--- src/rtl/fetch_ctrl_if.sv ---
// Fetch-stage bus: instruction memory port, hazard/redirect inputs, IF/ID outputs.
// FETCH_PERF_CNT_EN adds the stall/flush performance counters.
interface fetch_ctrl_if #(
  parameter int ADDR_W = 10
);
  logic [ADDR_W-1:0] imem_addr;
  logic [31:0]       imem_data;
  logic              stall_if;
  logic              branch_taken;
  logic [ADDR_W-1:0] branch_target;
  logic              jump;
  logic [ADDR_W-1:0] jump_target;
  logic [ADDR_W-1:0] pc;
  logic [31:0]       if_id_instr;
  logic [ADDR_W-1:0] if_id_pc4;
  logic              if_id_valid;
  logic              halted;
`ifdef FETCH_PERF_CNT_EN
  logic [15:0]       stall_cnt;
  logic [15:0]       flush_cnt;
`endif

  modport master (
    output imem_addr, pc, if_id_instr, if_id_pc4, if_id_valid, halted,
`ifdef FETCH_PERF_CNT_EN
    output stall_cnt, flush_cnt,
`endif
    input  imem_data, stall_if, branch_taken, branch_target, jump, jump_target
  );

  modport slave (
    input  imem_addr, pc, if_id_instr, if_id_pc4, if_id_valid, halted,
`ifdef FETCH_PERF_CNT_EN
    input  stall_cnt, flush_cnt,
`endif
    output imem_data, stall_if, branch_taken, branch_target, jump, jump_target
  );
endinterface

--- src/rtl/fetch_ctrl.sv ---
// MIPS32 instruction-fetch controller: PC, IF/ID register, stall/redirect/halt.
// FETCH_PERF_CNT_EN adds saturating stall_cnt / flush_cnt outputs.
module fetch_ctrl #(
  parameter int                ADDR_W   = 10,
  parameter logic [ADDR_W-1:0] RESET_PC = 'h000,
  parameter logic [ADDR_W-1:0] END_PC   = 'h104
) (
  input logic          clk,
  input logic          rst_n,
  fetch_ctrl_if.master bus
);
  typedef enum logic [1:0] {S_BOOT, S_RUN, S_HALT} state_t;

  state_t            state, state_nxt;
  logic [ADDR_W-1:0] pc_q, pc_plus4, redir_raw, redir_pc;
  logic [31:0]       instr_q;
  logic [ADDR_W-1:0] pc4_q;
  logic              valid_q;
  logic              redirect, flush_en, fetch_en, halt_en, stall_act;

  // Branch is older than jump, so it owns the target when both fire.
  assign redirect  = bus.branch_taken | bus.jump;
  assign redir_raw = bus.branch_taken ? bus.branch_target : bus.jump_target;
  assign redir_pc  = redir_raw & ~ADDR_W'(3);
  assign pc_plus4  = pc_q + ADDR_W'(4);

  always_ff @(posedge clk or negedge rst_n) begin
    if (!rst_n) state <= S_BOOT;
    else        state <= state_nxt;
  end

  always_comb begin
    state_nxt = state;
    case (state)
      S_BOOT: state_nxt = S_RUN;
      S_RUN:  if (!redirect && !bus.stall_if && pc_q == END_PC) state_nxt = S_HALT;
      S_HALT: if (redirect) state_nxt = S_RUN;
      default: state_nxt = S_BOOT;
    endcase
  end

  always_comb begin
    flush_en  = 1'b0;
    fetch_en  = 1'b0;
    halt_en   = 1'b0;
    stall_act = 1'b0;
    case (state)
      S_RUN: begin
        flush_en  = redirect;
        stall_act = !redirect && bus.stall_if;
        halt_en   = !redirect && !bus.stall_if && pc_q == END_PC;
        fetch_en  = !redirect && !bus.stall_if && pc_q != END_PC;
      end
      // A redirect reaching HALT comes from an older instruction still in flight.
      S_HALT:  flush_en = redirect;
      default: ;
    endcase
  end

  always_ff @(posedge clk or negedge rst_n) begin
    if (!rst_n) begin
      pc_q    <= RESET_PC;
      instr_q <= '0;
      pc4_q   <= '0;
      valid_q <= 1'b0;
    end else if (flush_en) begin
      pc_q    <= redir_pc;
      instr_q <= '0;
      valid_q <= 1'b0;
    end else if (fetch_en) begin
      pc_q    <= pc_plus4;
      instr_q <= bus.imem_data;
      pc4_q   <= pc_plus4;
      valid_q <= 1'b1;
    end else if (halt_en) begin
      instr_q <= '0;
      valid_q <= 1'b0;
    end
  end

  assign bus.imem_addr   = pc_q;
  assign bus.pc          = pc_q;
  assign bus.if_id_instr = instr_q;
  assign bus.if_id_pc4   = pc4_q;
  assign bus.if_id_valid = valid_q;
  assign bus.halted      = (state == S_HALT);

`ifdef FETCH_PERF_CNT_EN
  logic [15:0] stall_cnt_q, flush_cnt_q;

  always_ff @(posedge clk or negedge rst_n) begin
    if (!rst_n) begin
      stall_cnt_q <= '0;
      flush_cnt_q <= '0;
    end else begin
      if (stall_act && stall_cnt_q != 16'hFFFF) stall_cnt_q <= stall_cnt_q + 16'd1;
      if (flush_en  && flush_cnt_q != 16'hFFFF) flush_cnt_q <= flush_cnt_q + 16'd1;
    end
  end

  assign bus.stall_cnt = stall_cnt_q;
  assign bus.flush_cnt = flush_cnt_q;
`endif
endmodule

--- src/flat_wrapper.sv ---
// flat-port wrapper written by rule: the top's interface ports become plain ports
module fetch_ctrl_flat 
#(
  parameter int                ADDR_W   = 10,
  parameter logic [ADDR_W-1:0] RESET_PC = 'h000,
  parameter logic [ADDR_W-1:0] END_PC   = 'h104
)
  (clk, rst_n, bus_imem_addr, bus_pc, bus_if_id_instr, bus_if_id_pc4, bus_if_id_valid, bus_halted, bus_imem_data, bus_stall_if, bus_branch_taken, bus_branch_target, bus_jump, bus_jump_target);
  fetch_ctrl_if #(.ADDR_W(ADDR_W)) bus_i ();
  input logic clk;
  input logic rst_n;
  output wire logic [$bits(bus_i.imem_addr)-1:0] bus_imem_addr;
  output wire logic [$bits(bus_i.pc)-1:0] bus_pc;
  output wire logic [$bits(bus_i.if_id_instr)-1:0] bus_if_id_instr;
  output wire logic [$bits(bus_i.if_id_pc4)-1:0] bus_if_id_pc4;
  output wire logic [$bits(bus_i.if_id_valid)-1:0] bus_if_id_valid;
  output wire logic [$bits(bus_i.halted)-1:0] bus_halted;
  input wire logic [$bits(bus_i.imem_data)-1:0] bus_imem_data;
  input wire logic [$bits(bus_i.stall_if)-1:0] bus_stall_if;
  input wire logic [$bits(bus_i.branch_taken)-1:0] bus_branch_taken;
  input wire logic [$bits(bus_i.branch_target)-1:0] bus_branch_target;
  input wire logic [$bits(bus_i.jump)-1:0] bus_jump;
  input wire logic [$bits(bus_i.jump_target)-1:0] bus_jump_target;
  assign bus_imem_addr = bus_i.imem_addr;
  assign bus_pc = bus_i.pc;
  assign bus_if_id_instr = bus_i.if_id_instr;
  assign bus_if_id_pc4 = bus_i.if_id_pc4;
  assign bus_if_id_valid = bus_i.if_id_valid;
  assign bus_halted = bus_i.halted;
  assign bus_i.imem_data = bus_imem_data;
  assign bus_i.stall_if = bus_stall_if;
  assign bus_i.branch_taken = bus_branch_taken;
  assign bus_i.branch_target = bus_branch_target;
  assign bus_i.jump = bus_jump;
  assign bus_i.jump_target = bus_jump_target;
  fetch_ctrl #(.ADDR_W(ADDR_W), .RESET_PC(RESET_PC), .END_PC(END_PC)) u_core (.clk(clk), .rst_n(rst_n), .bus(bus_i));
endmodule
--- config.mk ---
export PLATFORM = sky130hd
export DESIGN_NAME = fetch_ctrl_flat
export DESIGN_NICKNAME = d
export VERILOG_FILES = /design/src/rtl/fetch_ctrl_if.sv /design/src/rtl/fetch_ctrl.sv /design/src/flat_wrapper.sv
export SDC_FILE = /design/constraint.sdc
export NUM_CORES = 1
export LEC_CHECK = 0
export BUFFER_PORTS_ARGS = -buffer_cell sky130_fd_sc_hd__buf_4
export CAP_MARGIN = 20
export CORE_AREA = 10 10 87 89
export DETAILED_ROUTE_END_ITERATION = 12
export DIE_AREA = 0 0 97 99
export GPL_TIMING_DRIVEN = 0
export PLACE_DENSITY = 0.85
export SETUP_SLACK_MARGIN = 0.4
export SLEW_MARGIN = 20
export SYNTH_ARGS = -nofsm -noshare
export SYNTH_HDL_FRONTEND = slang
export SYNTH_SLANG_ARGS = --single-unit
--- constraint.sdc ---
create_clock -name clk -period 2 [get_ports clk]
set_input_delay 0.2 -clock clk [delete_from_list [all_inputs] [get_ports clk]]
set_output_delay 0.2 -clock clk [all_outputs]
set_load 0.05 [all_outputs]
==> impl_metrics.yaml, run 1 <==
synthesis:
  avgSynthCellArea_um2: 11.8
  synth_top_area_cell: "dfrtp_1"
  ys_types: 39
  syn_area_um2: 2340
  yosys_warnings: 0
  synth_top_area_share_pct: 54.4
  synth_seq_cells: 51
  yosys-top-cells-area: "dfrtp_1 (54%), a22o_1 (12%), buf_4 (5.1%)"
  netlist_instances: 198
  synth_seq_area_share_pct: 54.4
clocking:
  htree_levels: 2
  clk-insertion-delay-late_ns: 0.30
  cts.sinks: 51
  clk_path_buf_depth: 2
  numCtsBuffers: 5
  clk_pin_slew_ns: 0.10
  ctsRootBufferMaster: "clkbuf_8"
  cts_tree: "done"
power_and_ir_drop:
  p_comb_share_pct: 59.8
  report.power.total_mw: 5.86
  internal-power_mw: 3.02
  p_leak_nw: 1.96
  p_sw_mw: 2.84
  ir_drop_v: 0.00125
  p_clk_share_pct: 12.6
  power.share.sequential_pct: 27.6
  switching_share_pct: 48.4
  powerDensity_nw_per_um2: 1520
floorplanning:
  core.rowCount: 28
  floorplan.die.height_um: 99
  coreArea_um2: 5850
  start_util_pct: 40.1
  num_io_pins: 121
  die_width_um: 97
  die-area_um2: 9600
worst_setup_path:
  critPathLaunchType: "flip-flop"
  crit_chain: "inv_2 > ha_4 > or4b_4 > a21oi_4 > buf_8 > buf_8 > nor2_4 > a31oi_2"
  r2r-start: "u_core.state[1]"
  cp_num_buf_inv: 3
  cpPeakStageDelay_ns: 0.49
  end_kind: "flip-flop"
  ff2ff_path_depth: 8
  cp.required_ns: 2.23
  reg2reg_slack_ns: 0.14
  worstPathArrival_ns: 2.08
  crit_family: "simple AND/OR/NAND/NOR gates"
  crit_fanout: 8
  reg2reg_to: "u_core.bus.if_id_pc4[8]"
  cp_common_cell: "buf_8"
  cp_slowest_cell: "or4b_4"
  crit_type: "flip-flop to flip-flop"
detailed_routing:
  vias_per_cell: 5.05
  ant_nets: 0
  dr_total_vias: 2111
  dr.pass1.iters: 4
  wl_um: 7470
  drtIter0Drc: 94
  drc: 0
  wl_per_cell_um: 17.9
final_layout:
  fin_cells: 418
  drive_gt1_share_pct: 58.3
  nFillCells: 465
  area_delta_synth_final_pct: 64.4
  final_area_um2: 3850
  nets: 405
  antenna_cells: 0
global_route:
  grt_max_degree: 52
  busiest_layer: "met2"
  grt.overflow.total: 0
  grt_use_total_pct: 14.5
  met1_usage_pct: 17.0
  grt_pass1_wl_um: 11700
  antenna_found_initial: 0
  grtUsageMet2_pct: 25.4
  grt.met3_usage_pct: 4.12
  first_global_vias: 2281
timing:
  final_hold_viol_count: 0
  finalSetupTns_ns: 0
  setup_viol: 0
  tightest_slew_ns: 0.639
  rsz0062_at_grt: "yes"
  min_period_ns: 1.86
  drv_slew: 0
  fmax_ghz: 0.538
  fin_skew_ns: 0.00817
  finalCritPeriodShare_pct: 92.9
  max_slew_margin_pct: 57.4
  hold_slack_ns: 0.102
hold_path:
  min-delay-start: "bus_imem_data[10]"
  whs_path_depth: 2
  worstHoldPathType: "input pin to flip-flop"
  holdPathEnd: "u_core.bus.if_id_instr[10]"
place:
  place.gp.congestion: 0.805
  dpl.hpwl_um: 5510
  placed_area_um2: 3330
  numPortBuffers: 110
  dp_cells: 388
status:
  status: "complete, no violations"
run:
  maxCapViolCount: 0
layer usage:
metal / share of wire [%] / vias to the layer above
li1: - / 999
met1: 41 / 996
met2: 50 / 100
met3: 7.6 / 16
met4: 1.6 / 0
met5: 0 / -
kinds of logic after synthesis:
group	share of synthesized area, %
AOI/OAI and AO/OA	21.7
DFF	54.4
and+or+nand+nor	7.10
buffers and inverters	8.00
muxes	3.90
adders and majority gates	3.20
xor gates and xnor gates	1.49
other	0.160
power by group through the flow:
stage          clock network, mW  logic (mW)  registers (mW)
3_3_place_gp                   0        3.00            1.60
2_1_floorplan                  0        1.16            2.54
5_1_grt                    0.778        3.69            1.66
3_5_place_dp                   0        3.04            1.62
6_report                   0.737        3.50            1.62
4_1_cts                    0.755        3.45            1.58
sequential cells by signal, summed over array words and instances, names as in the netlist:
register and cells:
u_core.state 2, u_core.bus.if_id_valid 1, u_core.bus.if_id_pc4 8, u_core.bus.if_id_instr 32
u_core.bus.imem_addr 8
worst max path at each step:
stage,from,endpoint,slack (ns),depth (start not counted)
2_1_floorplan,u_core.state[1],u_core.bus.imem_addr[5],0.19,6
3_3_place_gp,u_core.state[0],u_core.bus.if_id_instr[22],-0.08,6
3_5_place_dp,u_core.state[0],u_core.bus.if_id_instr[22],-0.14,6
4_1_cts,u_core.state[1],u_core.bus.if_id_pc4[8],0.15,8
5_1_grt,u_core.state[1],u_core.bus.if_id_pc4[8],0.06,8
6_report,u_core.state[1],u_core.bus.if_id_pc4[8],0.14,8
per-stage QoR:
stage	setup WS, ns	util [%]
after floorplan	0.190	-
after global placement	-0.0814	57.0
after detailed placement	-0.144	57.0
after CTS	0.147	64.5
after global routing	0.0631	65.9
final	0.142	65.9
cell usage after synthesis:
library cell	instances
o21ai_0	8
a31oi_2	1
o21ai_1	3
mux2i_1	8
o32ai_1	1
nor2_1	7
nor3_1	3
o21a_1	2
a211o_1	1
o21bai_1	1
inv_1	4
or4b_4	1
buf_4	16
nand2_1	11
a31oi_1	2
dfrtp_1	51
o31ai_1	1
conb_1	1
and2_1	1
o2bb2ai_1	1
and3_1	2
buf_6	2
a22o_1	32
a21o_1	3
buf_2	3
a221o_1	3
and4bb_2	1
a21oi_1	2
xor2_1	1
mux2_2	1
o22ai_1	2
xnor2_1	3
o221ai_1	1
clkbuf_1	4
nor3b_1	1
ha_1	6
a21oi_2	1
nand3_1	5
or3_1	1
layout make-up:
class                   count  area [um2]  area share [%]
plain buffers              25         234            6.07
inverters                   4        15.0           0.390
repair buffers            132        1030            26.8
clock inverters             3        47.5            1.23
multi-input cells         123        1080            28.1
clock buffers               5        68.8            1.79
well taps                  75        93.8            2.44
flip-flops and latches     51        1280            33.2
cell usage in the layout, fill, tap and decap left out, types with 2 or more instances in the layout:
cell type	instances
conb_1	6
o21ai_1	5
ha_4	2
nand2_2	5
o22ai_1	2
o21ai_2	5
inv_1	3
nor3_1	2
ha_1	3
xnor2_1	3
a22o_1	32
nor2_4	2
nand3_1	4
buf_4	141
dfrtp_1	48
a21oi_4	2
buf_6	7
and3_1	2
buf_8	3
nor2_1	5
clkbuf_8	8
a21o_1	2
nand2_1	5
a221o_1	3
dfrtp_2	3
mux2i_1	8
what timing repair did:
action                     4_1_cts  5_1_grt
hold endpoints to repair        51        0
buffers inserted                16        1
cloned                           4        0
setup endpoints to repair       50       52
gates resized for setup         37       17
pin swaps                       15        1
hold buffers                     1        0
No activity file was read; power rests on OpenSTA's default activity.
==> run 2, diff against run 1 <==
--- a/config.mk
+++ b/config.mk
@@ -10,7 +10,6 @@
 export CORE_AREA = 10 10 87 89
 export DETAILED_ROUTE_END_ITERATION = 12
 export DIE_AREA = 0 0 97 99
-export GPL_TIMING_DRIVEN = 0
 export PLACE_DENSITY = 0.85
 export SETUP_SLACK_MARGIN = 0.4
 export SLEW_MARGIN = 20
==> run 2 against run 1 <==
Design area fell by 5.0%; first-iteration DRC count is 14% lower; highest routed layer unchanged; largest power group unchanged; maximum frequency is 1.9% higher.
==> impl_metrics.yaml, run 2 (synthesis results as in run 1) <==
timing:
  rsz0062_at_grt: "yes"
  finalCritPeriodShare_pct: 91.1
  fmax_ghz: 0.549
  setup_viol: 0
  setup_ws_ns: 0.177
  finalSetupTns_ns: 0
  final_hold_viol_count: 0
  tightest_slew_ns: 0.637
  min_period_ns: 1.82
  drv_slew: 0
  fin_skew_ns: 0.0146
  max_slew_margin_pct: 57.5
final_layout:
  nets: 386
  largest_register_ffs: 32
  final_cell_mix: "buf_4 (129), dfrtp_1 (48), a22o_1 (32), nand2_1 (11)"
  drive_gt1_share_pct: 51.2
  regArea_um2: 1280
  antenna_cells: 0
  final_area_um2: 3660
  area_delta_synth_final_pct: 56.1
  multiInputGateArea_um2: 993
  mostFrequentLayoutCell: "buf_4"
  nFillCells: 479
  fin_cells: 399
global_route:
  grt_max_degree: 52
  grt.overflow.total: 0
  antenna_found_initial: 0
  first_global_vias: 2212
  grt_pass1_wl_um: 11500
  grt_use_total_pct: 14.5
detailed_routing:
  wl_per_cell_um: 18.7
  drtIter0Drc: 81
  vias_per_cell: 5.17
  routed.top_layer: "met4"
  drc: 0
  met3_length_um: 516
  ant_nets: 0
  dr_total_vias: 2062
  wl_met1_um: 3170
  dr.pass1.iters: 4
  wl_met2_um: 3610
  wl_um: 7460
hold_path:
  whs_path_depth: 2
  min-delay-start: "bus_imem_data[10]"
  holdPathEnd: "u_core.bus.if_id_instr[10]"
  worstHoldPathType: "input pin to flip-flop"
power_and_ir_drop:
  report.power.total_mw: 5.72
  p_clk_share_pct: 13.3
  powerDensity_nw_per_um2: 1560
  power.share.sequential_pct: 27.0
  p_leak_nw: 1.86
  p_sw_mw: 2.76
  internal-power_mw: 2.96
  switching_share_pct: 48.2
  ir_drop_v: 0.00104
  p_comb_share_pct: 59.8
worst_setup_path:
  crit_chain: "inv_2 > ha_4 > or4b_4 > a21oi_4 > buf_12 > o2bb2ai_1 > a221o_1"
  cp.required_ns: 2.25
  crit_family: "simple AND/OR/NAND/NOR gates"
  worstPathArrival_ns: 2.07
  crit_type: "flip-flop to flip-flop"
  critPathLaunchType: "flip-flop"
  r2r-start: "u_core.state[1]"
  reg2reg_to: "u_core.bus.imem_addr[6]"
  crit_fanout: 15
  cp_slowest_cell: "or4b_4"
  cp_num_buf_inv: 2
  reg2reg_slack_ns: 0.18
  cpPeakStageDelay_ns: 0.51
  ff2ff_path_depth: 7
  end_kind: "flip-flop"
place:
  place.gp.congestion: 0.848
  numPortBuffers: 110
  dpl.hpwl_um: 5180
  placed_area_um2: 3280
  place_ws_ns: 0.0355
  dp_cells: 377
run:
  maxCapViolCount: 0
floorplanning:
  start_util_pct: 40.1
  floorplan.die.height_um: 99
  num_io_pins: 121
  die-area_um2: 9600
  coreArea_um2: 5850
  core.rowCount: 28
  die_width_um: 97
clocking:
  cts.sinks: 51
  ctsRootBufferMaster: "clkbuf_8"
  cts_tree: "done"
  clk-insertion-delay-late_ns: 0.31
  clk_pin_slew_ns: 0.10
  clk_path_buf_depth: 2
  htree_levels: 2
  numCtsBuffers: 5
status:
  status: "complete, no violations"
run 2: power by group through the flow:
| stage | combinational (mW) | sequential, mW | clock (mW) |
|---|---|---|---|
| floorplan | 1.16 | 2.54 | 0 |
| global placement | 3.08 | 1.54 | 0 |
| detailed placement | 3.12 | 1.55 | 0 |
| CTS | 3.39 | 1.54 | 0.785 |
| global route | 3.60 | 1.58 | 0.812 |
| finish | 3.42 | 1.54 | 0.759 |
run 2: final cells by class:
cell class                 count  area share (%)
clock buffer                   6            2.26
clock inverter                 2            1.06
inverter                       4           0.410
multi-input combinational    123            27.1
sequential                    51            35.0
tap                           75            2.56
timing repair buffer         138            31.6
run 2: repair_timing:
| item | 4_1_cts | 5_1_grt |
|---|---|---|
| hold buffers | 1 | 0 |
| hold endpoints to repair | 51 | 0 |
| cloned | 3 | 1 |
| endpoints found under the setup margin | 49 | 50 |
| resized for setup | 14 | 2 |
| buffers inserted | 7 | 2 |
| pin swaps | 2 | 2 |
run 2: worst register-to-register path, stage by stage, from the launching register on:
cell	delay (ns)
dfrtp_1	0.39
inv_2	0.08
ha_4	0.12
or4b_4	0.51
a21oi_4	0.23
buf_12	0.19
o2bb2ai_1	0.13
a221o_1	0.12
run 2: worst max-delay path by stage:
stage                          startpoint                       to  slack [ns]  cells after the start
after global routing      u_core.state[1]  u_core.bus.imem_addr[6]         0.1                      7
after global placement    u_core.state[1]  u_core.bus.imem_addr[3]        0.09                      6
after detailed placement  u_core.state[1]  u_core.bus.imem_addr[3]        0.04                      6
final                     u_core.state[1]  u_core.bus.imem_addr[6]        0.18                      7
after floorplan           u_core.state[1]  u_core.bus.imem_addr[5]        0.19                      6
after CTS                 u_core.state[1]  u_core.bus.imem_addr[4]        0.16                      7
run 2: stage by stage:
| step | util [%] | hold slack [ns] |
|---|---|---|
| finish | 62.6 | 0.0962 |
| global route | 62.6 | 0.0957 |
| CTS | 61.4 | 0.0911 |
| detailed placement | 56.0 | 0.271 |
| global placement | 56.0 | 0.262 |
| floorplan | - | -0.0956 |
run 2: metal layers:
metal	up-vias	global-route usage (%)
met5	-	0
met4	0	4.54
met3	14	4.68
met2	87	24.3
met1	993	17.2
li1	968	-
==> run 3, diff against run 2 <==
--- a/config.mk
+++ b/config.mk
@@ -7,10 +7,11 @@
 export LEC_CHECK = 0
 export BUFFER_PORTS_ARGS = -buffer_cell sky130_fd_sc_hd__buf_4
 export CAP_MARGIN = 20
-export CORE_AREA = 10 10 87 89
+export CORE_AREA = 10 10 86 88
+export CTS_BUF_LIST = sky130_fd_sc_hd__clkbuf_2
 export DETAILED_ROUTE_END_ITERATION = 12
-export DIE_AREA = 0 0 97 99
-export PLACE_DENSITY = 0.85
+export DIE_AREA = 0 0 96 98
+export PLACE_DENSITY = 0.87
 export SETUP_SLACK_MARGIN = 0.4
 export SLEW_MARGIN = 20
 export SYNTH_ARGS = -nofsm -noshare
==> run 3 against run 2 <==
Total power rose by 2.1%; register-to-register slack got worse by 0.06 ns; highest routed layer unchanged; critical path type unchanged; clock-buffer cell count fell by 1; cell count rose by 12%; via count rose by 11%; worst hold slack barely moved; critical endpoint is now u_core.bus.if_id_instr[13]; clock skew rose by 0.019 ns; largest cell class is now non-clock buffers; design area rose by 16%.
==> impl_metrics.yaml, run 3 (synthesis results as in run 1) <==
global_route:
  first_global_vias: 2357
  grt_pass1_wl_um: 12800
  antenna_found_initial: 0
  grt_use_total_pct: 17.1
  grt_max_degree: 52
  grt.overflow.total: 0
final_layout:
  largest_register_ffs: 32
  nets: 432
  antenna_cells: 0
  mostFrequentLayoutCell: "buf_4"
  area_delta_synth_final_pct: 81.9
  fin_cells: 445
  final_cell_mix: "buf_4 (126), dfrtp_1 (47), dlygate4sd3_1 (33), a22o_1 (32)"
  drive_gt1_share_pct: 51.6
clocking:
  numCtsBuffers: 5
  cts_tree: "done"
  clk-insertion-delay-late_ns: 0.45
  ctsRootBufferMaster: "clkbuf_2"
  cts.sinks: 51
  clk_path_buf_depth: 2
  htree_levels: 2
  clk_pin_slew_ns: 0.25
timing:
  max_slew_margin_pct: 58.2
  tightest_slew_ns: 0.627
  setup_viol: 0
  final_hold_viol_count: 0
  rsz0062_at_grt: "yes"
  drv_slew: 0
  finalCritPeriodShare_pct: 93.9
  fmax_ghz: 0.532
  min_period_ns: 1.88
  hold_slack_ns: 0.0964
  finalSetupTns_ns: 0
  fin_skew_ns: 0.0334
worst_setup_path:
  cp.required_ns: 2.40
  reg2reg_to: "u_core.bus.if_id_instr[13]"
  end_kind: "flip-flop"
  critPathLaunchType: "flip-flop"
  r2r-start: "u_core.state[1]"
  worstPathArrival_ns: 2.28
  crit_type: "flip-flop to flip-flop"
  endpoint: "u_core.bus.if_id_instr[13]"
  crit_fanout: 5
  reg2reg_slack_ns: 0.12
  critPathLaunch: "u_core.state[1]"
  ff2ff_path_depth: 8
detailed_routing:
  dr_total_vias: 2294
  vias_per_cell: 5.16
  dr.pass1.iters: 4
  drc: 0
  wl_um: 8690
  wl_per_cell_um: 19.5
  ant_nets: 0
  drtIter0Drc: 101
power_and_ir_drop:
  p_comb_share_pct: 63.4
  p_leak_nw: 2.12
  powerDensity_nw_per_um2: 1370
  internal-power_mw: 2.97
  p_clk_share_pct: 9.5
  ir_drop_v: 0.00103
  switching_share_pct: 49.2
  p_sw_mw: 2.87
  power.share.sequential_pct: 27.0
floorplanning:
  floorplan.die.height_um: 98
  start_util_pct: 40.8
  die_width_um: 96
  num_io_pins: 121
  die-area_um2: 9410
  coreArea_um2: 5750
  core.rowCount: 28
hold_path:
  worstHoldPathType: "input pin to flip-flop"
place:
  numPortBuffers: 110
  dpl.hpwl_um: 5170
  dp_cells: 372
  place.gp.congestion: 0.843
status:
  status: "complete, no violations"
run:
  maxCapViolCount: 0
-- run 3: cell types whose count changed in the layout (fill, tap and decap cells not counted), moves of 5 or more --
cell           previous run  this run
o21ai_1                   8         3
buf_6                     1         8
o21ai_2                   1         6
dlygate4sd3_1             1        33
clkbuf_8                  6         0
clkbuf_2                  0         5
-- run 3: how the worst min path moves through the flow --
stage	cells past startpoint	endpoint	startpoint	slack, ns
global placement	1	u_core.bus.if_id_instr[0]	rst_n	0.26
global route	3	u_core.bus.imem_addr[5]	bus_branch_target[5]	0.08
CTS	3	u_core.bus.imem_addr[3]	bus_jump_target[3]	0.06
floorplan	0	u_core.bus.if_id_instr[0]	rst_n	-0.1
detailed placement	1	u_core.bus.if_id_instr[0]	rst_n	0.27
finish	3	u_core.state[1]	bus_stall_if	0.1
-- run 3: what timing repair did --
item	in CTS	in global routing
cloned	6	4
pin swaps	3	12
setup endpoints to repair	51	54
resized for setup	20	27
endpoints found under the hold margin	83	0
hold buffers	33	0
buffers inserted	11	11
-- run 3: layout make-up --
| type | count | area [um2] |
|---|---|---|
| flip-flops and latches | 51 | 1280 |
| well taps | 75 | 93.8 |
| clock buffers | 5 | 25.0 |
| clock inverters | 3 | 47.5 |
| inverters | 4 | 17.5 |
| repair buffers | 184 | 1750 |
| fillers | 384 | 1480 |
| multi-input cells | 123 | 1050 |
-- run 3: power groups by stage --
stage | sequential [mW] | clock (mW) | combinational, mW
2_1_floorplan | 2.54 | 0 | 1.16
6_report | 1.58 | 0.557 | 3.71
3_5_place_dp | 1.59 | 0 | 3.03
4_1_cts | 1.55 | 0.579 | 3.49
3_3_place_gp | 1.58 | 0 | 2.99
5_1_grt | 1.62 | 0.615 | 3.90
-- run 3: per-stage QoR --
| stage | cell area, um2 | setup WS (ns) | utilization, % | total power [mW] |
|---|---|---|---|---|
| after global routing | 4260 | 0.0409 | 74.2 | 6.14 |
| final | 4260 | 0.122 | 74.2 | 5.84 |
| after detailed placement | 3250 | 0.0729 | 56.6 | 4.62 |
| after floorplan | 2410 | 0.190 | - | 3.69 |
| after CTS | 3990 | 0.124 | 69.5 | 5.62 |
| after global placement | 3250 | 0.0848 | 56.6 | 4.57 |
-- run 3: critical path, cell delays in order (launching register included) --
cell,delay (ns)
dfrtp_1,0.47
inv_2,0.09
ha_4,0.13
or4b_4,0.50
a21oi_4,0.16
buf_6,0.13
buf_8,0.13
clkbuf_16,0.15
a22o_1,0.11
-- run 3: per-layer routing --
| layer | wire length (um) | global-route usage, % | vias up |
|---|---|---|---|
| li1 | - | - | 1057 |
| met1 | 3410 | 20.9 | 1118 |
| met2 | 4360 | 28.6 | 100 |
| met3 | 700 | 4.44 | 19 |
| met4 | 217 | 4.77 | 0 |
| met5 | 0 | 0 | - |
